$ cat src/rtl/rv32e_pkg.sv
// Shared definitions for the RV32E ALU issue stage: ALU op codes, opcodes and the issue payload.
package rv32e_pkg;

   typedef enum logic [3:0] {
      ALU_ADD  = 4'h0,
      ALU_SUB  = 4'h1,
      ALU_AND  = 4'h2,
      ALU_OR   = 4'h3,
      ALU_XOR  = 4'h4,
      ALU_SLL  = 4'h5,
      ALU_SRL  = 4'h6,
      ALU_SRA  = 4'h7,
      ALU_SLT  = 4'h8,
      ALU_SLTU = 4'h9,
      ALU_SEQ  = 4'hA,
      ALU_SNE  = 4'hB,
      ALU_SGE  = 4'hC,
      ALU_SGEU = 4'hD,
      ALU_SGT  = 4'hE,
      ALU_SGTU = 4'hF
   } alu_op_e;

   localparam logic [6:0] OPC_OP     = 7'b0110011;
   localparam logic [6:0] OPC_OP_IMM = 7'b0010011;
   localparam logic [6:0] OPC_LUI    = 7'b0110111;
   localparam logic [6:0] OPC_AUIPC  = 7'b0010111;
   localparam logic [6:0] OPC_BRANCH = 7'b1100011;

   localparam logic [6:0] F7_BASE = 7'b0000000;
   localparam logic [6:0] F7_ALT  = 7'b0100000;

   typedef struct packed {
      alu_op_e     alu_op;
      logic [31:0] a;
      logic [31:0] b;
      logic [3:0]  rd_addr;
      logic        rd_we;
      logic        is_branch;
      logic        illegal;
   } issue_t;

   // Base funct3 map shared by OP and OP-IMM (funct7 = 0 variants).
   function automatic alu_op_e f3_to_op(input logic [2:0] f3);
      case (f3)
         3'b000:  return ALU_ADD;
         3'b001:  return ALU_SLL;
         3'b010:  return ALU_SLT;
         3'b011:  return ALU_SLTU;
         3'b100:  return ALU_XOR;
         3'b101:  return ALU_SRL;
         3'b110:  return ALU_OR;
         default: return ALU_AND;
      endcase
   endfunction

endpackage

$ cat src/rtl/rv32e_alu_decode.sv
// Combinational RV32E instruction decode into an ALU issue payload.
module rv32e_alu_decode
   import rv32e_pkg::*;
(
   input  logic [31:0] instr,
   input  logic [31:0] pc,
   input  logic [31:0] rs1_data,
   input  logic [31:0] rs2_data,
   output issue_t      payload
);

   logic [6:0]  opcode;
   logic [2:0]  f3;
   logic [6:0]  f7;
   logic [31:0] imm_i;
   logic [31:0] imm_u;
   logic [31:0] shamt;

   assign opcode = instr[6:0];
   assign f3     = instr[14:12];
   assign f7     = instr[31:25];
   assign imm_i  = {{20{instr[31]}}, instr[31:20]};
   assign imm_u  = {instr[31:12], 12'b0};
   assign shamt  = {27'b0, instr[24:20]};

   alu_op_e     op;
   logic [31:0] a;
   logic [31:0] b;
   logic        legal;
   logic        use_rd;
   logic        use_rs1;
   logic        use_rs2;
   logic        writes;
   logic        branch;
   logic        bad;

   always_comb begin
      op      = ALU_ADD;
      a       = '0;
      b       = '0;
      legal   = 1'b0;
      use_rd  = 1'b0;
      use_rs1 = 1'b0;
      use_rs2 = 1'b0;
      writes  = 1'b0;
      branch  = 1'b0;
      case (opcode)
         OPC_OP: begin
            use_rd  = 1'b1;
            use_rs1 = 1'b1;
            use_rs2 = 1'b1;
            writes  = 1'b1;
            a       = rs1_data;
            b       = rs2_data;
            if (f7 == F7_BASE) begin
               legal = 1'b1;
               op    = f3_to_op(f3);
            end else if (f7 == F7_ALT && f3 == 3'b000) begin
               legal = 1'b1;
               op    = ALU_SUB;
            end else if (f7 == F7_ALT && f3 == 3'b101) begin
               legal = 1'b1;
               op    = ALU_SRA;
            end
         end
         OPC_OP_IMM: begin
            use_rd  = 1'b1;
            use_rs1 = 1'b1;
            writes  = 1'b1;
            legal   = 1'b1;
            a       = rs1_data;
            b       = imm_i;
            op      = f3_to_op(f3);
            // Shift-immediates reuse imm[11:5] as funct7, so it must be validated.
            if (f3 == 3'b001) begin
               b     = shamt;
               legal = (f7 == F7_BASE);
            end else if (f3 == 3'b101) begin
               b = shamt;
               if (f7 == F7_ALT) op = ALU_SRA;
               else              legal = (f7 == F7_BASE);
            end
         end
         OPC_LUI: begin
            use_rd = 1'b1;
            writes = 1'b1;
            legal  = 1'b1;
            b      = imm_u;
         end
         OPC_AUIPC: begin
            use_rd = 1'b1;
            writes = 1'b1;
            legal  = 1'b1;
            a      = pc;
            b      = imm_u;
         end
         OPC_BRANCH: begin
            use_rs1 = 1'b1;
            use_rs2 = 1'b1;
            branch  = 1'b1;
            legal   = 1'b1;
            a       = rs1_data;
            b       = rs2_data;
            case (f3)
               3'b000:  op = ALU_SEQ;
               3'b001:  op = ALU_SNE;
               3'b100:  op = ALU_SLT;
               3'b101:  op = ALU_SGE;
               3'b110:  op = ALU_SLTU;
               3'b111:  op = ALU_SGEU;
               default: legal = 1'b0;
            endcase
         end
         default: legal = 1'b0;
      endcase
   end

   // Registers x16..x31 do not exist in RV32E; only fields the format uses count.
   assign bad = !legal || (use_rd && instr[11]) || (use_rs1 && instr[19]) || (use_rs2 && instr[24]);

   always_comb begin
      payload           = '0;
      payload.rd_addr   = instr[10:7];
      payload.illegal   = bad;
      payload.alu_op    = bad ? ALU_ADD : op;
      payload.a         = bad ? '0 : a;
      payload.b         = bad ? '0 : b;
      payload.is_branch = !bad && branch;
      payload.rd_we     = !bad && writes && (instr[11:7] != 5'd0);
   end

endmodule

$ cat src/rtl/rv32e_alu_issue.sv
// RV32E decode-and-issue stage: decode feeding a two-entry skid buffer with registered in_ready.
module rv32e_alu_issue
   import rv32e_pkg::*;
#(
   parameter int unsigned XLEN = 32
) (
   input  logic            clk,
   input  logic            rst_n,
   input  logic            flush,
   input  logic            in_valid,
   output logic            in_ready,
   input  logic [XLEN-1:0] instr,
   input  logic [XLEN-1:0] pc,
   input  logic [XLEN-1:0] rs1_data,
   input  logic [XLEN-1:0] rs2_data,
   output logic            out_valid,
   input  logic            out_ready,
   output logic [3:0]      alu_op,
   output logic [XLEN-1:0] alu_a,
   output logic [XLEN-1:0] alu_b,
   output logic [3:0]      rd_addr,
   output logic            rd_we,
   output logic            is_branch,
   output logic            illegal
);

   issue_t dec;
   issue_t m_q, m_d;
   issue_t s_q, s_d;
   logic   m_valid_q, m_valid_d;
   logic   s_valid_q, s_valid_d;
   logic   accept;
   logic   drain;

   rv32e_alu_decode u_decode (
      .instr    (instr),
      .pc       (pc),
      .rs1_data (rs1_data),
      .rs2_data (rs2_data),
      .payload  (dec)
   );

   assign in_ready = !s_valid_q && !flush;
   assign accept   = in_valid && in_ready;
   assign drain    = m_valid_q && out_ready;

   always_comb begin
      m_d       = m_q;
      s_d       = s_q;
      m_valid_d = m_valid_q;
      s_valid_d = s_valid_q;
      if (flush) begin
         m_valid_d = 1'b0;
         s_valid_d = 1'b0;
      end else if (drain) begin
         // A full skid implies in_ready was low, so no new beat competes for M here.
         if (s_valid_q) begin
            m_d       = s_q;
            s_valid_d = 1'b0;
         end else if (accept) begin
            m_d = dec;
         end else begin
            m_valid_d = 1'b0;
         end
      end else if (accept) begin
         if (!m_valid_q) begin
            m_d       = dec;
            m_valid_d = 1'b1;
         end else begin
            s_d       = dec;
            s_valid_d = 1'b1;
         end
      end
   end

   always_ff @(posedge clk or negedge rst_n) begin
      if (!rst_n) begin
         m_q       <= '0;
         s_q       <= '0;
         m_valid_q <= 1'b0;
         s_valid_q <= 1'b0;
      end else begin
         m_q       <= m_d;
         s_q       <= s_d;
         m_valid_q <= m_valid_d;
         s_valid_q <= s_valid_d;
      end
   end

   assign out_valid = m_valid_q;
   assign alu_op    = m_q.alu_op;
   assign alu_a     = m_q.a;
   assign alu_b     = m_q.b;
   assign rd_addr   = m_q.rd_addr;
   assign rd_we     = m_q.rd_we;
   assign is_branch = m_q.is_branch;
   assign illegal   = m_q.illegal;

endmodule
$ cat config.mk
export PLATFORM = sky130hd
export DESIGN_NAME = rv32e_alu_issue
export DESIGN_NICKNAME = d
export VERILOG_FILES = /design/src/rtl/rv32e_pkg.sv /design/src/rtl/rv32e_alu_decode.sv /design/src/rtl/rv32e_alu_issue.sv
export SDC_FILE = /design/constraint.sdc
export NUM_CORES = 1
export LEC_CHECK = 0
export CAP_MARGIN = 10
export CORE_UTILIZATION = 49
export CTS_BUF_LIST = sky130_fd_sc_hd__clkbuf_4
export DETAILED_ROUTE_END_ITERATION = 8
export DONT_BUFFER_PORTS = 1
export GPL_TIMING_DRIVEN = 0
export PLACE_DENSITY_LB_ADDON = 0.3
export SETUP_SLACK_MARGIN = 0.4
export SKIP_LAST_GASP = 1
export SYNTH_ARGS = -nofsm -noshare
export SYNTH_HDL_FRONTEND = slang
export SYNTH_SLANG_ARGS = --single-unit
export TNS_END_PERCENT = 100
$ cat constraint.sdc
create_clock -name clk -period 3.3 [get_ports clk]
set_clock_uncertainty 0.15 [all_clocks]
set_input_delay 0.66 -clock clk [delete_from_list [all_inputs] [get_ports clk]]
set_output_delay 0.66 -clock clk [all_outputs]
set_load 0.03 [all_outputs]
After elaboration in Yosys (flattened, before gate mapping) --
Index checks and enable logic that the tools add are counted.
Operators by class: equality and inequality tests 16, muxes and demuxes 42, bitwise gates (word level) 2, reductions and logical operators 34
Operators by type and width (number):
- 75-bit 2-to-1 mux | 5
- 32-bit 2-to-1 mux | 4
- 32-bit one-hot mux with 3 select lines | 1
- 32-bit one-hot mux with 2 select lines | 1
- 4-bit one-hot mux with 7 select lines | 1
- 4-bit 2-to-1 mux | 6
- 4-bit one-hot mux with 6 select lines | 1
- 7-bit by 6-bit equality test with 1-bit output, second input constant | 3
- 1-bit 2-to-1 mux | 20
- 7-bit by 5-bit equality test with 1-bit output, second input constant | 2
- 3-bit equality test, second input constant | 4
- 4-bit one-hot mux with 3 select lines | 1
- 1-bit logical AND | 11
- 4-bit AND reduction | 2
- 7-bit equality test, second input constant | 1
- 7-bit logical NOT | 1
- 3-bit by 2-bit equality test with 1-bit output, second input constant | 2
- 3-bit != test, second input constant | 2
- 3-bit nonzero test | 2
- 6-bit OR reduction | 1
- 5-bit nonzero test | 1
- 1-bit logical NOT | 4
- 1-bit one-hot mux with 4 select lines | 1
- 2-bit nonzero test | 2
- other kinds (11) | 15
Storage, ports and cells: flip-flop bits (word level) 152, bits of input ports 133, output and inout port bits 77, word-level logic and storage cells 110

Depth between registers and ports, before layout --
depth in word-level cells 16, mapped depth 11

By module --
Synthesis repeated with hierarchy kept, for this count alone.
Unflattened totals: cell total of the unflattened synthesis 640, area total of the unflattened synthesis 7948.9 um2
Modules (own cells, without submodules):
- rv32e_alu_issue | times used 1, cells an instance 412, area each 6612.6 um2
- rv32e_alu_decode | times used 1, cells an instance 228, area each 1336.3 um2

Least setup slack after synthesis --
OpenSTA, ideal clock, no wires.
path kind input-to-reg, from input instr[25], to register m_q (netlist bit alu_op[0]), library setup time 0.082 ns, arrival time 2.615 ns, required time 3.068 ns, setup slack 0.453 ns, stages on the path 7, path buffers 1, path through or4_4 > o41ai_2 > a31oi_1 > a211o_1 > buf_2 > or4_1 > a31oi_1
On the way: word-level cells in the longest chain between the ends 14, elaborated cells between the ends (all ways) 28
Ends and longest elaborated chain:
- start, declared | RTL line rv32e_alu_issue.sv:12 | input logic [XLEN-1:0] instr,
- 7-bit by 6-bit equality test with 1-bit output | RTL line rv32e_alu_decode.sv:58, rv32e_alu_decode.sv:61, rv32e_alu_decode.sv:80
- 1-bit logical AND | RTL line rv32e_alu_decode.sv:61 | end else if (f7 == F7_ALT && f3 == 3'b101) begin
- 1-bit 2-to-1 mux | RTL line rv32e_alu_decode.sv:61
- 1-bit 2-to-1 mux | RTL line rv32e_alu_decode.sv:58 | end else if (f7 == F7_ALT && f3 == 3'b000) begin
- 1-bit 2-to-1 mux | RTL line rv32e_alu_decode.sv:55 | if (f7 == F7_BASE) begin
- 1-bit one-hot mux with 4 select lines | RTL line rv32e_alu_decode.sv:47 | case (opcode)
- 1-bit logical NOT | RTL line rv32e_alu_decode.sv:119 | assign bad = !legal || (use_rd && instr[11]) || (use_rs1 && instr[19]) || (use_rs2 && instr[24]);
- 1-bit logical OR (3 in a row) | RTL line rv32e_alu_decode.sv:119
- 4-bit 2-to-1 mux (*) | RTL line rv32e_alu_decode.sv:125 | payload.alu_op = bad ? ALU_ADD : op;
- 75-bit 2-to-1 mux (on tied branches) | RTL line rv32e_alu_issue.sv:66, rv32e_alu_issue.sv:60
- 75-bit 2-to-1 mux (on tied branches) | RTL line rv32e_alu_issue.sv:65, rv32e_alu_issue.sv:57
- 75-bit 2-to-1 mux (*) | RTL line rv32e_alu_issue.sv:55 | end else if (drain) begin
- end signal, assigned | RTL line rv32e_alu_issue.sv:83 | m_q <= m_d;
- end, declared | RTL line rv32e_alu_issue.sv:28 | issue_t m_q, m_d;
Mark *: on every way between the ends. The rest lies on a longest branch, timed or not. The select of a mux whose other input is x is not followed. A chain may end at the register's enable or synchronous reset.

Worst setup path after layout --
from input instr[0], to register m_q (netlist bit alu_b[30])
On the way: word-level cells in the longest chain between the ends 11, elaborated cells between the ends (all ways) 27
Ends and longest elaborated chain:
- 7-bit by 6-bit equality test with 1-bit output or 7-bit by 5-bit equality test with 1-bit output (tied branches) | RTL line rv32e_alu_decode.sv:47
- 2-bit OR reduction (no line) or 4-bit OR reduction (tied branches)
- 1-bit one-hot mux with 4 select lines or 1-bit 2-to-1 mux (tied branches) | RTL line rv32e_alu_decode.sv:47
- 1-bit logical NOT or 1-bit logical AND (tied branches) | RTL line rv32e_alu_decode.sv:119
- 1-bit logical OR (3 in a row) | RTL line rv32e_alu_decode.sv:119
- 32-bit 2-to-1 mux (*) | RTL line rv32e_alu_decode.sv:127 | payload.b = bad ? '0 : b;
- 75-bit 2-to-1 mux (on tied branches) | RTL line rv32e_alu_issue.sv:66, rv32e_alu_issue.sv:60
- 75-bit 2-to-1 mux (on tied branches) | RTL line rv32e_alu_issue.sv:65, rv32e_alu_issue.sv:57
- 75-bit 2-to-1 mux (*) | RTL line rv32e_alu_issue.sv:55
Marks and branches as above.

==> results by group <==
Placement
  • Port-buffer cells: 0
  • Routability congestion estimate: 0.852
  • Post-DP HPWL: 14,800 um
  • Inst Count DP: 922
  • Placed cell area: 7360 um2

Synthesis
  • Syn Nets: 875
  • Synth Warn #: 0
  • Seq cells post-synth: 152
  • Number of synthesized flops with an enable pin: 0
  • Top FF cell, synth: dfrtp_1
  • Synth area leader: dfrtp_1
  • Area contributors post-synth: dfrtp_1 53%, nand2_1 5.6%, o21ai_0 5.3%
  • Mapped Cells: 742
  • Sequential area share after synthesis: 0.533
  • Avg Inst Size Synth: 9.62 um2
  • Async set-reset flop share out of synthesis: 1.00
  • Netlist Area Pre-Place: 7140 um2
  • Share of the synthesized area in the top cell type: 0.533
  • Synth cell types: 45

Global route
  • First-pass GRT wire length: 31,100 um
  • Vias in the first global route: 5,728
  • Initial antenna violation count: 2
  • GR Overflow Total: 0
  • Largest net degree at the start of global routing: 153
  • Global Route Usage Sum: 0.277

STA
  • Final Hold Vio Count: 152
  • Fin crit period: 2790 ps
  • Slew @ Worst Pin: 1240 ps
  • Slew Viols, Final: 0
  • Max-slew headroom: 0.168
  • FMAX: 358 MHz
  • RSZ-0062 raised after global routing: no
  • Min Hold Slack: -359 ps
  • Setup-failing EPs final: 0
  • Fin crit share: 0.846

Worst setup path
  • Worst setup path class: in -> reg
  • CP max stage cell: nor4bb_1
  • CP cell instances: nor4bb_1 > o2111ai_1 > o211ai_1 > a211o_1 > buf_2 > buf_2 > buf_2 > o211ai_1 > o21a_1
  • Most Frequent Cell on Critical Path: buf_2
  • Max incr delay on CP: 730 ps
  • CP Max Fanout: 10
  • Crit. End Element: flip-flop
  • Critical Path AT: 3080 ps
  • Crit path required time: 3590 ps
  • Startpoint types: input pin

Final layout
  • Non-filler instance count after layout: 957
  • Nets: 896
  • Layout cells sized above 1: 0.0631
  • P&R area growth vs syn: 7.69%
  • Post-route cell area: 7690 um2

Clock network
  • TritonCTS clock tree: yes
  • CTS root buffer: clkbuf_4
  • Hold buffers post-CTS: 2
  • CTS clk-pin slew, worst paths: 120 ps
  • Post-CTS Setup Bufs: 0
  • Clock Latency Late Sink: 540 ps
  • CTS H-Tree Depth: 4
  • Clock Sinks: 152
  • TritonCTS buffer count: 17
  • CTS max path bufs: 2

Detailed routing
  • WL final: 20,300 um
  • Iteration-0 DRC count of the detailed router: 449
  • DR vias: 6,124
  • Remaining antenna violation count: 0
  • Vias/cell: 6.40
  • WL per Instance: 21.2 um
  • First-pass DRT Iterations: 5
  • DRC violations left: 0

Power and ir drop
  • PnR Total Power: 4.06 mW
  • Clock share of power: 0.288
  • Gate power share: 0.083
  • Switching Share: 0.333
  • Leakage power: 2.87 nW
  • Cell internal pwr: 2.71 mW
  • Max rail drop VDD: 0.341 mV
  • Sw Pwr: 1.35 mW
  • PwrDens: 528 nW/um2
  • Seq pwr share: 0.629

Worst hold path
  • Worst min path class: in -> async

Run status
  • Status: finished, violations left
  • Violated checks: negative hold slack

Floorplan
  • Full die area: 15,100 um2
  • Core Box Area: 14,000 um2
  • # IOs: 210
  • Initial core utilization: 0.508
  • Die Height: 123 um
  • Width of the die: 123 um
  • # rows: 43

Flow run
  • Maxcap violations: 0
## final timing paths
| check | from | end | slack, ps | cells after the start |
|---|---|---|---|---|
| worst max-delay path | instr[0] | alu_b[30] | 510 | 9 |
| worst min-delay path | rst_n | s_q[22] | -360 | 0 |
| worst max register to register | s_valid_q | s_q[34] | 630 | 6 |
| worst min register to register | s_q[8] | s_q[8] | 340 | 2 |
| max in group asynchronous | rst_n | rd_addr[3] | 3160 | 0 |
| min in group clk | in_valid | out_valid | 110 | 2 |
## metal layers
layer | vias to the layer above | share of wire | GRT usage
met5 | - | 0 | 0
met4 | 0 | 0.029 | 0.119
met3 | 42 | 0.091 | 0.0841
met2 | 318 | 0.46 | 0.417
met1 | 3002 | 0.42 | 0.370
li1 | 2762 | - | -
## power by group through the flow
stage / registers (mW) / logic, mW / clock network [mW]
after floorplan: 2.54 / 0.266 / 0
after global placement: 2.59 / 0.319 / 0
after detailed placement: 2.60 / 0.334 / 0
after CTS: 2.56 / 0.339 / 1.19
after global routing: 2.58 / 0.383 / 1.28
final: 2.56 / 0.337 / 1.17
## sequential cells by signal (all words and copies together), names as in the netlist
name	count
rd_we	1
alu_b	32
alu_op	4
s_valid_q	1
is_branch	1
illegal	1
rd_addr	4
alu_a	32
s_q	75
out_valid	1
## critical path, delay by kind of cell
| family | cells | cell delay, ps |
|---|---|---|
| AND/OR/NAND/NOR | 1 | 730 |
| AO/OA/AOI/OAI | 5 | 950 |
| buffers and inverters | 3 | 740 |
## placed cells by master, fill, tap and decap left out, types with 4 or more instances in the layout
| master | n |
|---|---|
| o211ai_1 | 27 |
| nand2b_1 | 4 |
| clkinv_1 | 5 |
| nor3_1 | 5 |
| a22oi_1 | 43 |
| nor2_1 | 56 |
| nor2b_1 | 6 |
| mux2_2 | 5 |
| clkbuf_2 | 4 |
| clkbuf_4 | 17 |
| clkbuf_1 | 58 |
| dfrtp_1 | 152 |
| a2bb2oi_1 | 40 |
| nand2_1 | 106 |
| or4_1 | 5 |
| a31oi_1 | 5 |
| mux2i_1 | 5 |
| nor4_1 | 5 |
| a221oi_1 | 20 |
| o21ai_0 | 75 |
| a21oi_1 | 50 |
| buf_2 | 7 |
| inv_1 | 7 |
| o21a_1 | 26 |
## area by class of cell
class                      instances  area (um2)
antenna                            1        2.50
clock inverter                    15         158
inverter                           7        26.3
timing repair buffer               2        20.0
buffer                            69         273
fill                            1279        6350
tap                              180         225
clock buffer                      17         128
multi-input combinational        514        3050
sequential                       152        3800
## cell families (layout without fill, tap and decap cells)
family	Yosys count	after routing	synth area share
AO/OA/AOI/OAI	302	302	0.286
XOR/XNOR	1	1	0.00123
buffers and inverters	76	110	0.0412
flip-flops	152	152	0.533
multiplexers	11	11	0.0181
other	0	1	0
AND/OR/NAND/NOR	200	200	0.121
## cell usage after synthesis (6+ instances only)
| cell type | count |
|---|---|
| a22oi_1 | 43 |
| a21oi_1 | 50 |
| dfrtp_1 | 152 |
| nor4_1 | 6 |
| a221oi_1 | 20 |
| o21ai_0 | 75 |
| o211ai_1 | 27 |
| o21a_1 | 26 |
| nor2b_1 | 6 |
| nor2_1 | 56 |
| inv_1 | 7 |
| nand2_1 | 106 |
| clkbuf_1 | 62 |
| buf_2 | 7 |
| a2bb2oi_1 | 40 |
## what timing repair did
item | CTS | global route
gates resized for setup | 2 | 7
endpoints found under the setup margin | 70 | 74
hold endpoints to repair | 154 | 152
## per-stage QoR
stage / utilization / worst slack (ps) / TNS [ps]
after detailed placement: 0.524 / -255 / -3500
final: 0.548 / 509 / 0
after floorplan: - / 453 / 0
after CTS: 0.547 / 445 / 0
after global placement: 0.524 / -182 / -2170
after global routing: 0.548 / 435 / 0
Power figures use the tool's default switching activity.
